$ cat config.mk
export PLATFORM = sky130hd
export DESIGN_NAME = vme_cycle_seq
export DESIGN_NICKNAME = d
export VERILOG_FILES = /design/src/rtl/vme_cycle_seq.sv
export SDC_FILE = /design/constraint.sdc
export NUM_CORES = 1
export LEC_CHECK = 0
export ABC_AREA = 1
export CAP_MARGIN = 25
export CORE_ASPECT_RATIO = 0.9
export CORE_MARGIN = 5
export CORE_UTILIZATION = 40
export CTS_BUF_LIST = sky130_fd_sc_hd__clkbuf_8
export CTS_CLUSTER_DIAMETER = 200
export CTS_CLUSTER_SIZE = 28
export DETAILED_ROUTE_END_ITERATION = 10
export MAX_ROUTING_LAYER = met4
export PLACE_DENSITY = 0.71
export SLEW_MARGIN = 10
export SYNTH_ARGS = -nofsm -noshare
export SYNTH_HDL_FRONTEND = slang
export SYNTH_SLANG_ARGS = --single-unit
$ cat constraint.sdc
create_clock -name i_fastclk -period 5.5 [get_ports i_fastclk]
set_input_delay 0.825 -clock i_fastclk [delete_from_list [all_inputs] [get_ports i_fastclk]]
set_output_delay 0.825 -clock i_fastclk [all_outputs]
set_load 0.1 [all_outputs]
$ cat src/rtl/vme_cycle_seq.sv
// VME slave cycle sequencer: dispatches a start pulse to the selected handler, waits for its ack,
// drives DTACK/BERR until strobe release. Optional ack timeout under macro VME_SEQ_TIMEOUT_EN.
module vme_cycle_seq #(
  parameter logic [9:0] DEV_MASK   = 10'h3FF,
  parameter int         TMO_W      = 8,
  parameter int         TMO_CYCLES = 255,
  parameter int         REL_CYC    = 2
) (
  input  logic        i_fastclk,
  input  logic        i_rst,
  input  logic        i_strobe,
  input  logic        i_strbce,
  input  logic [9:0]  i_device,
  input  logic        i_write_b,
  input  logic [9:0]  i_dev_ack,
  output logic [9:0]  o_dev_strb,
  output logic        o_dev_wr,
  output logic [3:0]  o_dev_idx,
  output logic        o_dtack_b,
  output logic        o_berr_b,
  output logic        o_busy,
  output logic [15:0] o_cyc_cnt,
  output logic [7:0]  o_err_cnt
);

  typedef enum logic [2:0] {IDLE, DISPATCH, WAIT_ACK, ACK, ERR, RELEASE} state_t;

  localparam logic [3:0] REL_LD = 4'(REL_CYC);

  state_t      r_state, w_nxt_state;
  logic [9:0]  r_dev_strb, w_nxt_strb;
  logic        r_dev_wr, w_nxt_wr;
  logic [3:0]  r_dev_idx, w_nxt_idx;
  logic        r_dtack_b, w_nxt_dtack_b;
  logic        r_berr_b, w_nxt_berr_b;
  logic        r_busy;
  logic [15:0] r_cyc_cnt;
  logic [7:0]  r_err_cnt;
  logic [3:0]  r_rel;
  logic        w_cyc_inc, w_err_inc, w_rel_ld;
  logic [3:0]  w_nbits, w_idx;
  logic        w_valid, w_ack;
  logic [9:0]  w_sel;

`ifdef VME_SEQ_TIMEOUT_EN
  logic [TMO_W-1:0] r_tmo;
`else
  logic w_unused_tmo;
  assign w_unused_tmo = ^{TMO_W[0], TMO_CYCLES[0]};
`endif

  // Exactly one select bit, and that device enabled.
  always_comb begin
    w_nbits = '0;
    w_idx   = '0;
    for (int i = 0; i < 10; i++) begin
      if (i_device[i]) begin
        w_nbits = w_nbits + 4'd1;
        w_idx   = 4'(i);
      end
    end
  end

  assign w_valid = (w_nbits == 4'd1) && |(i_device & DEV_MASK);
  assign w_sel   = 10'd1 << r_dev_idx;
  assign w_ack   = |(i_dev_ack & w_sel);

  always_comb begin
    w_nxt_state   = r_state;
    w_nxt_strb    = '0;
    w_nxt_wr      = r_dev_wr;
    w_nxt_idx     = r_dev_idx;
    w_nxt_dtack_b = r_dtack_b;
    w_nxt_berr_b  = r_berr_b;
    w_cyc_inc     = 1'b0;
    w_err_inc     = 1'b0;
    w_rel_ld      = 1'b0;
    case (r_state)
      IDLE: begin
        if (i_strbce && i_strobe) begin
          if (w_valid) begin
            w_nxt_state = DISPATCH;
            w_nxt_idx   = w_idx;
            w_nxt_wr    = ~i_write_b;
            w_nxt_strb  = i_device;
          end else begin
            w_nxt_state  = ERR;
            w_nxt_berr_b = 1'b0;
          end
        end
      end
      DISPATCH: w_nxt_state = WAIT_ACK;
      WAIT_ACK: begin
        if (!i_strobe) begin
          w_nxt_state = IDLE;
        end else if (w_ack) begin
          w_nxt_state   = ACK;
          w_nxt_dtack_b = 1'b0;
        end
`ifdef VME_SEQ_TIMEOUT_EN
        else if (r_tmo == TMO_W'(1)) begin
          w_nxt_state  = ERR;
          w_nxt_berr_b = 1'b0;
        end
`endif
      end
      ACK: begin
        if (!i_strobe) begin
          w_nxt_state   = RELEASE;
          w_nxt_dtack_b = 1'b1;
          w_cyc_inc     = 1'b1;
          w_rel_ld      = 1'b1;
        end
      end
      ERR: begin
        if (!i_strobe) begin
          w_nxt_state  = RELEASE;
          w_nxt_berr_b = 1'b1;
          w_err_inc    = 1'b1;
          w_rel_ld     = 1'b1;
        end
      end
      RELEASE: begin
        if (r_rel <= 4'd1) w_nxt_state = IDLE;
      end
      default: w_nxt_state = IDLE;
    endcase
  end

  always_ff @(posedge i_fastclk) begin
    if (i_rst) begin
      r_state    <= IDLE;
      r_dev_strb <= '0;
      r_dev_wr   <= 1'b0;
      r_dev_idx  <= '0;
      r_dtack_b  <= 1'b1;
      r_berr_b   <= 1'b1;
      r_busy     <= 1'b0;
      r_cyc_cnt  <= '0;
      r_err_cnt  <= '0;
      r_rel      <= '0;
    end else begin
      r_state    <= w_nxt_state;
      r_dev_strb <= w_nxt_strb;
      r_dev_wr   <= w_nxt_wr;
      r_dev_idx  <= w_nxt_idx;
      r_dtack_b  <= w_nxt_dtack_b;
      r_berr_b   <= w_nxt_berr_b;
      r_busy     <= (w_nxt_state != IDLE);
      if (w_cyc_inc && (r_cyc_cnt != '1)) r_cyc_cnt <= r_cyc_cnt + 16'd1;
      if (w_err_inc && (r_err_cnt != '1)) r_err_cnt <= r_err_cnt + 8'd1;
      if (w_rel_ld) r_rel <= REL_LD;
      else if (r_state == RELEASE) r_rel <= r_rel - 4'd1;
    end
  end

`ifdef VME_SEQ_TIMEOUT_EN
  // Reloaded on every dispatch, so an aborted cycle's leftover count is harmless.
  always_ff @(posedge i_fastclk) begin
    if (i_rst) r_tmo <= '0;
    else if (r_state == DISPATCH) r_tmo <= TMO_W'(TMO_CYCLES);
    else if (r_state == WAIT_ACK) r_tmo <= r_tmo - TMO_W'(1);
  end
`endif

  assign o_dev_strb = r_dev_strb;
  assign o_dev_wr   = r_dev_wr;
  assign o_dev_idx  = r_dev_idx;
  assign o_dtack_b  = r_dtack_b;
  assign o_berr_b   = r_berr_b;
  assign o_busy     = r_busy;
  assign o_cyc_cnt  = r_cyc_cnt;
  assign o_err_cnt  = r_err_cnt;

endmodule

# --- Word-level counts from Yosys, hierarchy flattened ---
# Index checks and enable logic that the tools add are counted.
totals:
  regBits: 49
  latch_bits: 0
  ramBits: 0
  rom_bits: 0
  output_inout_bits: 42
  word_cells: 100
  mem_count: 0
classes:
  n_addsub: 12
  n_mul: 0
  div_mod_pow: 0
  magnitude_cmp: 1
  n_eq_ne: 14
  shifts: 1
  muxes: 39
  n_bitwise: 5
  n_reduce_logical: 17
op_table:
  columns: ["operator", "n"]
  rows:
  - ["4-bit 2-to-1 mux", 17]
  - ["4-bit by 1-bit adder with 4-bit output (second input constant)", 9]
  - ["10-bit OR reduction", 2]
  - ["3-bit 2-to-1 mux", 6]
  - ["16-bit by 1-bit adder with 16-bit output (second input constant)", 1]
  - ["16-bit inequality test (second input constant)", 1]
  - ["3-bit one-hot mux with 5 select lines", 1]
  - ["2-bit inequality test (second input constant)", 6]
  - ["1-bit 2-to-1 mux", 11]
  - ["10-bit bitwise AND", 1]
  - ["1-bit by 4-bit << shifter with 10-bit output (first input constant)", 1]
  - ["8-bit by 1-bit adder with 8-bit output (second input constant)", 1]
  - ["8-bit inequality test (second input constant)", 1]
  - ["4-bit AND reduction", 2]
  - ["3-bit by 2-bit equality test with 1-bit output (second input constant)", 2]
  - ["3-bit equality test (second input constant)", 2]
  - ["2-bit nonzero test", 3]
  - ["4-bit by 1-bit equality test with 1-bit output (second input constant)", 1]
  - ["4-bit by 1-bit less-or-equal comparator with 1-bit output (second input constant)", 1]
  - ["1-bit logical AND", 4]
  - ["2-bit 2-to-1 mux", 2]
  - ["1-bit NOT", 4]
  - ["1-bit one-hot mux with 2 select lines", 2]
  - ["2-bit OR reduction", 2]
  - ["other kinds (6)", 6]

# --- Logic depth before layout (Yosys ltp) ---
# Gate-level depths: netlist of run 1.
depth:
  word_depth: 25
  mapped_depth: 36
  depth_no_buf: 36

# --- Least setup slack after synthesis of run 1 ---
# OpenSTA, ideal clock, no wires.
synth_timing:
  path_kind: "input port to flip-flop"
  from: "in i_device[1]"
  to: "reg r_dev_idx[1], in the netlist o_dev_idx[1]"
  arrival_time_ps: 5451
  required_time_ps: 5374
  slack_ps: -76
  cell_stages: 35
  n_path_buf: 0
  cell_sequence: "inv_1 -> ha_1 -> inv_1 -> nand2_1 -> nand2_1 -> ha_1 -> nand2_1 -> nand2_1 -> ha_1 -> or2_1 -> nand2_1 -> inv_1 -> ha_1 -> nand2_1 -> nand2_1 -> ha_1 -> nand2_1 -> nand2_1 -> ha_1 -> or2_2 -> nand2_1 -> inv_1 -> ha_1 -> nand2_1 -> nand2_1 -> ha_1 -> or2_2 -> nand2_1 -> nand2_1 -> nor2_1 -> inv_2 -> nor2_4 -> nand2_2 -> nand3_1 -> o21ai_0"
synth_via:
  elab_chain_cells: 20
  elab_cells_between_ends: 21
  classes_between: "add/sub: 8; eq/ne: 1; mux: 9; reduce/logical: 3"
synth_rtl:
  columns: ["element", "line", "source"]
  rows:
  - ["from (decl)", "13", "input logic [9:0] i_device,"]
  - ["4-bit 2-to-1 mux", "57", "if (i_device[i]) begin"]
  - ["4-bit by 1-bit adder with 4-bit output", "58", "w_nbits = w_nbits + 4'd1;"]
  - ["4-bit 2-to-1 mux", "57", null]
  - ["4-bit by 1-bit adder with 4-bit output", "58", null]
  - ["4-bit 2-to-1 mux", "57", null]
  - ["4-bit by 1-bit adder with 4-bit output", "58", null]
  - ["4-bit 2-to-1 mux", "57", null]
  - ["4-bit by 1-bit adder with 4-bit output", "58", null]
  - ["[4 not listed]", null, null]
  - ["4-bit 2-to-1 mux", "57", null]
  - ["4-bit by 1-bit adder with 4-bit output", "58", null]
  - ["4-bit 2-to-1 mux", "57", null]
  - ["4-bit by 1-bit adder with 4-bit output", "58", null]
  - ["4-bit 2-to-1 mux", "57", null]
  - ["4-bit by 1-bit equality test with 1-bit output", "64", "assign w_valid = (w_nbits == 4'd1) && |(i_device & DEV_MASK);"]
  - ["1-bit logical AND (*)", "64", null]
  - ["3-bit AND reduction (no line) (*)", null, null]
  - ["to (signal assigned)", "146", "r_dev_idx <= w_nxt_idx;"]
  - ["to (decl)", "33", "logic [3:0] r_dev_idx, w_nxt_idx;"]
# Mark *: on every way between the ends. The rest lies on a longest branch, timed or not.
# A chain may end at the register's enable or synchronous reset.

# --- Worst setup path in the final report of run 1 ---
layout_timing:
  from: "in i_device[1]"
  to: "reg r_dev_idx[3], in the netlist o_dev_idx[3]"
# The elaborated chain is that of the path after synthesis.

==> summary.md, run 1 <==
| Metric | Value |
|---|---|
| Status | finished, final reports clean |
| Per-cell routed wire length | 12.3 µm |
| Post-synth EDFFs | 0 |
| Largest family of logic cells by synthesized area | simple AND/OR/NAND/NOR gates |
| Synth Area in XOR/XNOR | 0.882% |
| Area of the die | 9270 µm² |
| Worst slew margin | 33.8% |
| F_max | 190 MHz |
| Layout cell share with drive strength beyond 1 | 22.8% |
| Total power | 1.05 mW |
| First-pass GRT wire length | 14000 µm |
| Peak VDD IR | 121 µV |
| GPL Wtd Cong | 0.867 |
| Die height | 91.9 µm |
| Synth cell count leaders | 111 x nand2_1, 77 x inv_1, 52 x nor2_1, 49 x dfxtp_1, 39 x nand3_1 |
| Final instance area | 4510 µm² |
| Post-synthesis adder-cell area fraction | 5.46% |
| Initial DRC Count | 115 |
| # diodes | 0 |
| Critical path's slowest cell | ha_4 |
| I/O pin cnt | 67 |
| Fin crit share | 95.8% |
| Placed Cells | 645 |
| CP Buf/Inv Count | 8 |
| Average cell area after synthesis | 6.42 µm² |
| Starting Density | 41.7% |
| Antenna viol nets, final | 0 |
| Vias per cell | 4.82 |
| Die Wd | 101 µm |
| Syn nets | 502 |
| Placed cell area | 3960 µm² |
| Crit Path Max Fanout | 4 |
| Clock-pin slew on the worst setup and hold paths | 0.08 ns |
| H-tree levels | 2 |
| Worst r2r src | r_state[2]$_SDFF_PP0_ |
| Worst reg2reg path depth | 16 |
| Min-delay src | o_berr_b$_SDFFE_PP1P_ |
| Clock Sinks | 49 |
| CP Capture Type | register |
| Compound-Gate Fraction of Synth Area | 10.1% |
| Synth warn | 0 |
| Power per Cell Area | 233 nW/µm² |
| Reg2reg end | o_cyc_cnt[15]$_SDFFE_PP0P_ |
| Layout area overhead | 51.5% |
| Largest net degree at the start of global routing | 28 |
| CTS tree | done |
| Proportion of synthesized area in mux cells | 0% |
| Total Neg Setup Slack | 0 ns |
| Family with the most delay on the worst path | simple AND/OR/NAND/NOR gates |
| Post-synthesis simple-gate area fraction | 39.7% |
| DR pass1 iterations | 4 |
| Share of async-settable or async-resettable flops after synthesis | 0% |
| Remaining DRCs | 0 |
| Gr usage total | 18.5% |
| WHS | 0.465 ns |
| Via Count | 3259 |
| Clock skew | 0.00649 ns |
| Max Transition Viols Final | 0 |
| Clock Latency Late Sink | 0.29 ns |
| Initial antenna violation count | 0 |
| Fillers | 605 |
| Minimum clock period after layout | 5.27 ns |
| Post-synth top area cell | dfxtp_1 |
| TritonCTS buffer count | 5 |
| CTS hold repair buffers | 0 |
| Core area | 7150 µm² |
| DP Worst Slack | -0.912 ns |
| Mapped cell area | 2980 µm² |
| Final core occ | 63.1% |
| Critical Path RT | 5.69 ns |
| Endpoints failing setup | 0 |
| Most area-consuming cells after synthesis | dfxtp_1 33%, nand2_1 14%, inv_1 9.7%, nand3_1 6.6%, nor2_1 6.6% |
| Reg-to-reg slack, setup | 3.01 ns |
| Delay of the slowest critical-path stage | 0.29 ns |
| Top FF cell, synth | dfxtp_1 |
| Layout net count | 621 |
| CP Launch Point | i_device[1] |
| WP depth | 38 |
| Cell with the most instances after synthesis | nand2_1 |
| I/O Buffers | 66 |
| Critical path arrival | 5.46 ns |
| Final Hold Viols | 0 |
| Synth Instances | 464 |
| Worst setup margin | 0.231 ns |
| Max-cap violations | 0 |
| Post-synth cell types | 32 |
| Maximum clock insertion buffer count | 2 |
| Min-Delay Path Class | register to register |
| Min-Delay Path Depth | 2 |
| Area share of the largest cell type after synthesis | 32.9% |
| Most common cell on crit path | ha_4 |
| Routed wire length | 8320 µm |
| Critical path type | input pin to register |
| Measured slew at the worst slew-check pin | 0.990 ns |
| Startpoint types | input pin |
| Hpwl dp | 6100 µm |
| Vias in the first global route | 3228 |
| Congestion Overflow GR | 0 |
| P_leak | 1.97 nW |
| Layout Cells excl Fill | 676 |
| Root Buffer | clkbuf_8 |
| # rows | 29 |
| Hold Path End | o_berr_b$_SDFFE_PP1P_ |
| Sequential area share after synthesis | 32.9% |
| Yosys reg bits | 49 |
==> worst max path at each step <==
stage / endpoint / slack [ns]
2_1_floorplan: o_dev_strb[6]$_SDFF_PP0_ / 0.01
4_1_cts: o_dev_idx[3]$_SDFFE_PP0P_ / 0.01
3_3_place_gp: o_dev_strb[3]$_SDFF_PP0_ / -0.74
6_report: o_dev_idx[3]$_SDFFE_PP0P_ / 0.23
5_1_grt: o_dev_idx[0]$_SDFFE_PP0P_ / -0.03
3_5_place_dp: o_dev_strb[5]$_SDFF_PP0_ / -0.91
==> placed cells by master (no fill, tap or decap), drive strengths merged, types with 3 or more instances in the layout <==
cell type	count
nand3	46
nand2	122
clkdlybuf4s50	63
inv	79
nand4	3
xor2	3
o21a	3
or2	5
a21oi	23
o21ai	20
ha	13
dfxtp	49
nor3	20
nor2	61
buf	52
clkbuf	6
==> power by group <==
| part | total (mW) | internal (mW) | switching (mW) |
|---|---|---|---|
| Clock | 0.204 | 0.0980 | 0.106 |
| Sequential | 0.377 | 0.367 | 0.00971 |
| Combinational | 0.470 | 0.204 | 0.265 |
| Total | 1.05 | 0.669 | 0.381 |
==> state kept, by name (all words and copies together) (netlist names) <==
register	cells
o_berr_b	1
o_busy	1
o_cyc_cnt	16
o_dev_idx	4
o_dev_strb	10
o_dev_wr	1
o_dtack_b	1
o_err_cnt	8
r_rel	4
r_state	3
==> layout make-up <==
cell class	count	area, µm²	area share [%]
Inverter	80	307	6.79
Clock buffer	6	82.6	1.83
Multi-Input combinational cell	331	1940	43.1
Clock inverter	1	3.75	0.0832
Timing Repair Buffer	116	1080	23.9
Tap cell	93	116	2.58
Sequential cell	49	981	21.7
==> per-layer routing <==
metal	GRT usage, %	wire (µm)
met2	32.7	4230
met4	5.76	185
met3	2.66	318
met5	-	0
met1	21.5	3590
==> cell families (layout without fill, tap and decap cells) <==
logic type	Yosys count	in the layout
flip-flops	49	49
AND/OR/NAND/NOR	261	261
adder cells (fa/ha/maj)	13	13
XOR/XNOR	3	3
AO/OA/AOI/OAI	54	54
buffers and inverters	84	203
==> timing repair <==
| action | 4_1_cts | 5_1_grt |
|---|---|---|
| setup endpoints to repair | 19 | 19 |
| cloned | 1 | 0 |
| pin swaps | 23 | 25 |
| gates resized for setup | 36 | 35 |
| buffers inserted | 24 | 2 |
==> worst min-delay path, delay by kind of cell (launching register included) <==
family	cells	cell delay (ns)
simple gates	2	0.10
flops	1	0.32
Power figures use the tool's default switching activity.
==> run 2: changes to the inputs <==
Settings changed: CORE_ASPECT_RATIO 0.9 to not set, PLACE_DENSITY 0.71 to 0.66, SLEW_MARGIN 10 to not set.
==> summary.md, run 2 (same netlist as run 1, synthesis figures left out) <==
| Metric | Value |
|---|---|
| Placed cell area | 3970 µm² |
| Measured slew at the worst slew-check pin | 0.991 ns |
| Maximum clock insertion buffer count | 2 |
| Initial DRC Count | 112 |
| CTS tree | done |
| Critical path arrival | 5.56 ns |
| Final Hold Viols | 0 |
| CP Capture Type | register |
| Critical path type | input pin to register |
| Per-cell routed wire length | 11.7 µm |
| Endpoints failing setup | 0 |
| # diodes | 0 |
| Fin crit share | 96.6% |
| Root Buffer | clkbuf_8 |
| Max Transition Viols Final | 0 |
| Gr usage total | 17.5% |
| FF/Latch Area | 981 µm² |
| Multi-input gate area | 1860 µm² |
| Congestion Overflow GR | 0 |
| Fillers | 698 |
| Min-Delay Path Class | register to register |
| Clock-pin slew on the worst setup and hold paths | 0.09 ns |
| Final instance area | 4350 µm² |
| Vias per cell | 4.89 |
| Die Wd | 96.3 µm |
| CP Launch Point | i_device[1] |
| Min-delay src | o_berr_b$_SDFFE_PP1P_ |
| Via Count | 3287 |
| TritonCTS buffer count | 5 |
| GPL Wtd Cong | 0.861 |
| First-pass GRT wire length | 12800 µm |
| Peak VDD IR | 123 µV |
| Startpoint types | input pin |
| Antenna viol nets, final | 0 |
| Clock Latency Late Sink | 0.31 ns |
| I/O Buffers | 66 |
| Layout area overhead | 46.2% |
| Worst slew margin | 33.8% |
| Layout cell share with drive strength beyond 1 | 19.2% |
| Max-cap violations | 0 |
| Largest net degree at the start of global routing | 28 |
| Most common cell after layout, fill and taps aside | nand2_1 |
| I/O pin cnt | 67 |
| Max reg flops | 16 |
| Die height | 96.3 µm |
| Core area | 7250 µm² |
| Most common cell on crit path | ha_4 |
| Worst r2r src | r_state[2]$_SDFF_PP0_ |
| Minimum clock period after layout | 5.31 ns |
| Status | finished, final reports clean |
| # rows | 31 |
| H-tree levels | 2 |
| Critical Path RT | 5.75 ns |
| Area of the die | 9270 µm² |
| Routed wire length | 7870 µm |
| Starting Density | 41.1% |
| Remaining DRCs | 0 |
| Crit Path Max Fanout | 6 |
| Layout net count | 610 |
| Vias in the first global route | 3056 |
| DR pass1 iterations | 6 |
| F_max | 188 MHz |
| Clock skew | 0.0101 ns |
| Delay of the slowest critical-path stage | 0.30 ns |
| Most frequent cells in the layout | 100 x nand2_1, 73 x inv_1, 63 x clkdlybuf4s50_1 |
| P_leak | 1.90 nW |
| Final core occ | 60.0% |
| Critical path's slowest cell | ha_1 |
| Clock Sinks | 49 |
| Hpwl dp | 5980 µm |
| Initial antenna violation count | 0 |
| Power per Cell Area | 239 nW/µm² |
==> run 2: cell count changes in the layout (fill, tap and decap cells not counted), sizes merged <==
cell and change:
clkinvlp +1, inv -1, bufinv +1, clkinv +1, buf -11, clkbuf -1
==> run 2: through the flow <==
step                      setup TNS (ns)  power [mW]  instances  worst slack (ns)  hold WS [ns]
after floorplan                        0       0.611        464            0.0124         0.470
after global placement            -12.83       0.709        653            -0.718         0.436
after detailed placement          -15.14       0.714        653            -0.857         0.445
after CTS                              0       0.992        669           0.00854         0.465
after global routing              -0.105        1.10        672           -0.0396         0.508
final                                  0        1.04        672             0.186         0.463
==> run 2: timing repair <==
action | 4_1_cts | 5_1_grt
hold buffers | 0 | 0
setup endpoints to repair | 19 | 19
hold endpoints to repair | 0 | 0
setup buffers | 8 | 3
resized for setup | 13 | 38
pin swaps | 5 | 19
==> run 2: report_power, final <==
part | internal, mW | switching, mW | total (mW) | leakage (nW)
registers | 0.367 | 0.00908 | 0.376 | 0.396
logic | 0.163 | 0.239 | 0.402 | 1.45
clock network | 0.136 | 0.125 | 0.262 | 0.0543
==> run 2: layout make-up <==
cell class / instances / area share [%]
clock inverter: 3 / 1.06
timing repair buffer: 105 / 22.3
sequential: 49 / 22.5
tap: 99 / 2.84
inverter: 80 / 6.98
multi-input combinational: 331 / 42.7
clock buffer: 5 / 1.58
==> run 2: final timing paths <==
kind / cells past startpoint / end / slack (ns)
hold / removal: 2 / o_berr_b$_SDFFE_PP1P_ / 0.46
setup reg to reg: 15 / o_err_cnt[7]$_SDFFE_PP0P_ / 3.00
hold reg to reg: 2 / o_berr_b$_SDFFE_PP1P_ / 0.46
setup / recovery: 36 / o_dev_strb[4]$_SDFF_PP0_ / 0.19
==> run 2: critical path: cells and delay by family <==
kind	cells	cell delay, ns
buffers and inverters	7	0.53
AND/OR/NAND/NOR	21	2.30
adder cells (fa/ha/maj)	8	1.90
==> run 2: metal layers <==
layer	track usage (%)	routed length, µm
met5	-	0
met1	19.6	3270
met4	5.21	130
met2	31.5	4170
met3	3.21	296
==> run 3: changes to the inputs <==
Settings changed: CAP_MARGIN 25 to 20.
==> results of run 3 <==
Final layout, timing and power as in run 2 (identical DEF).
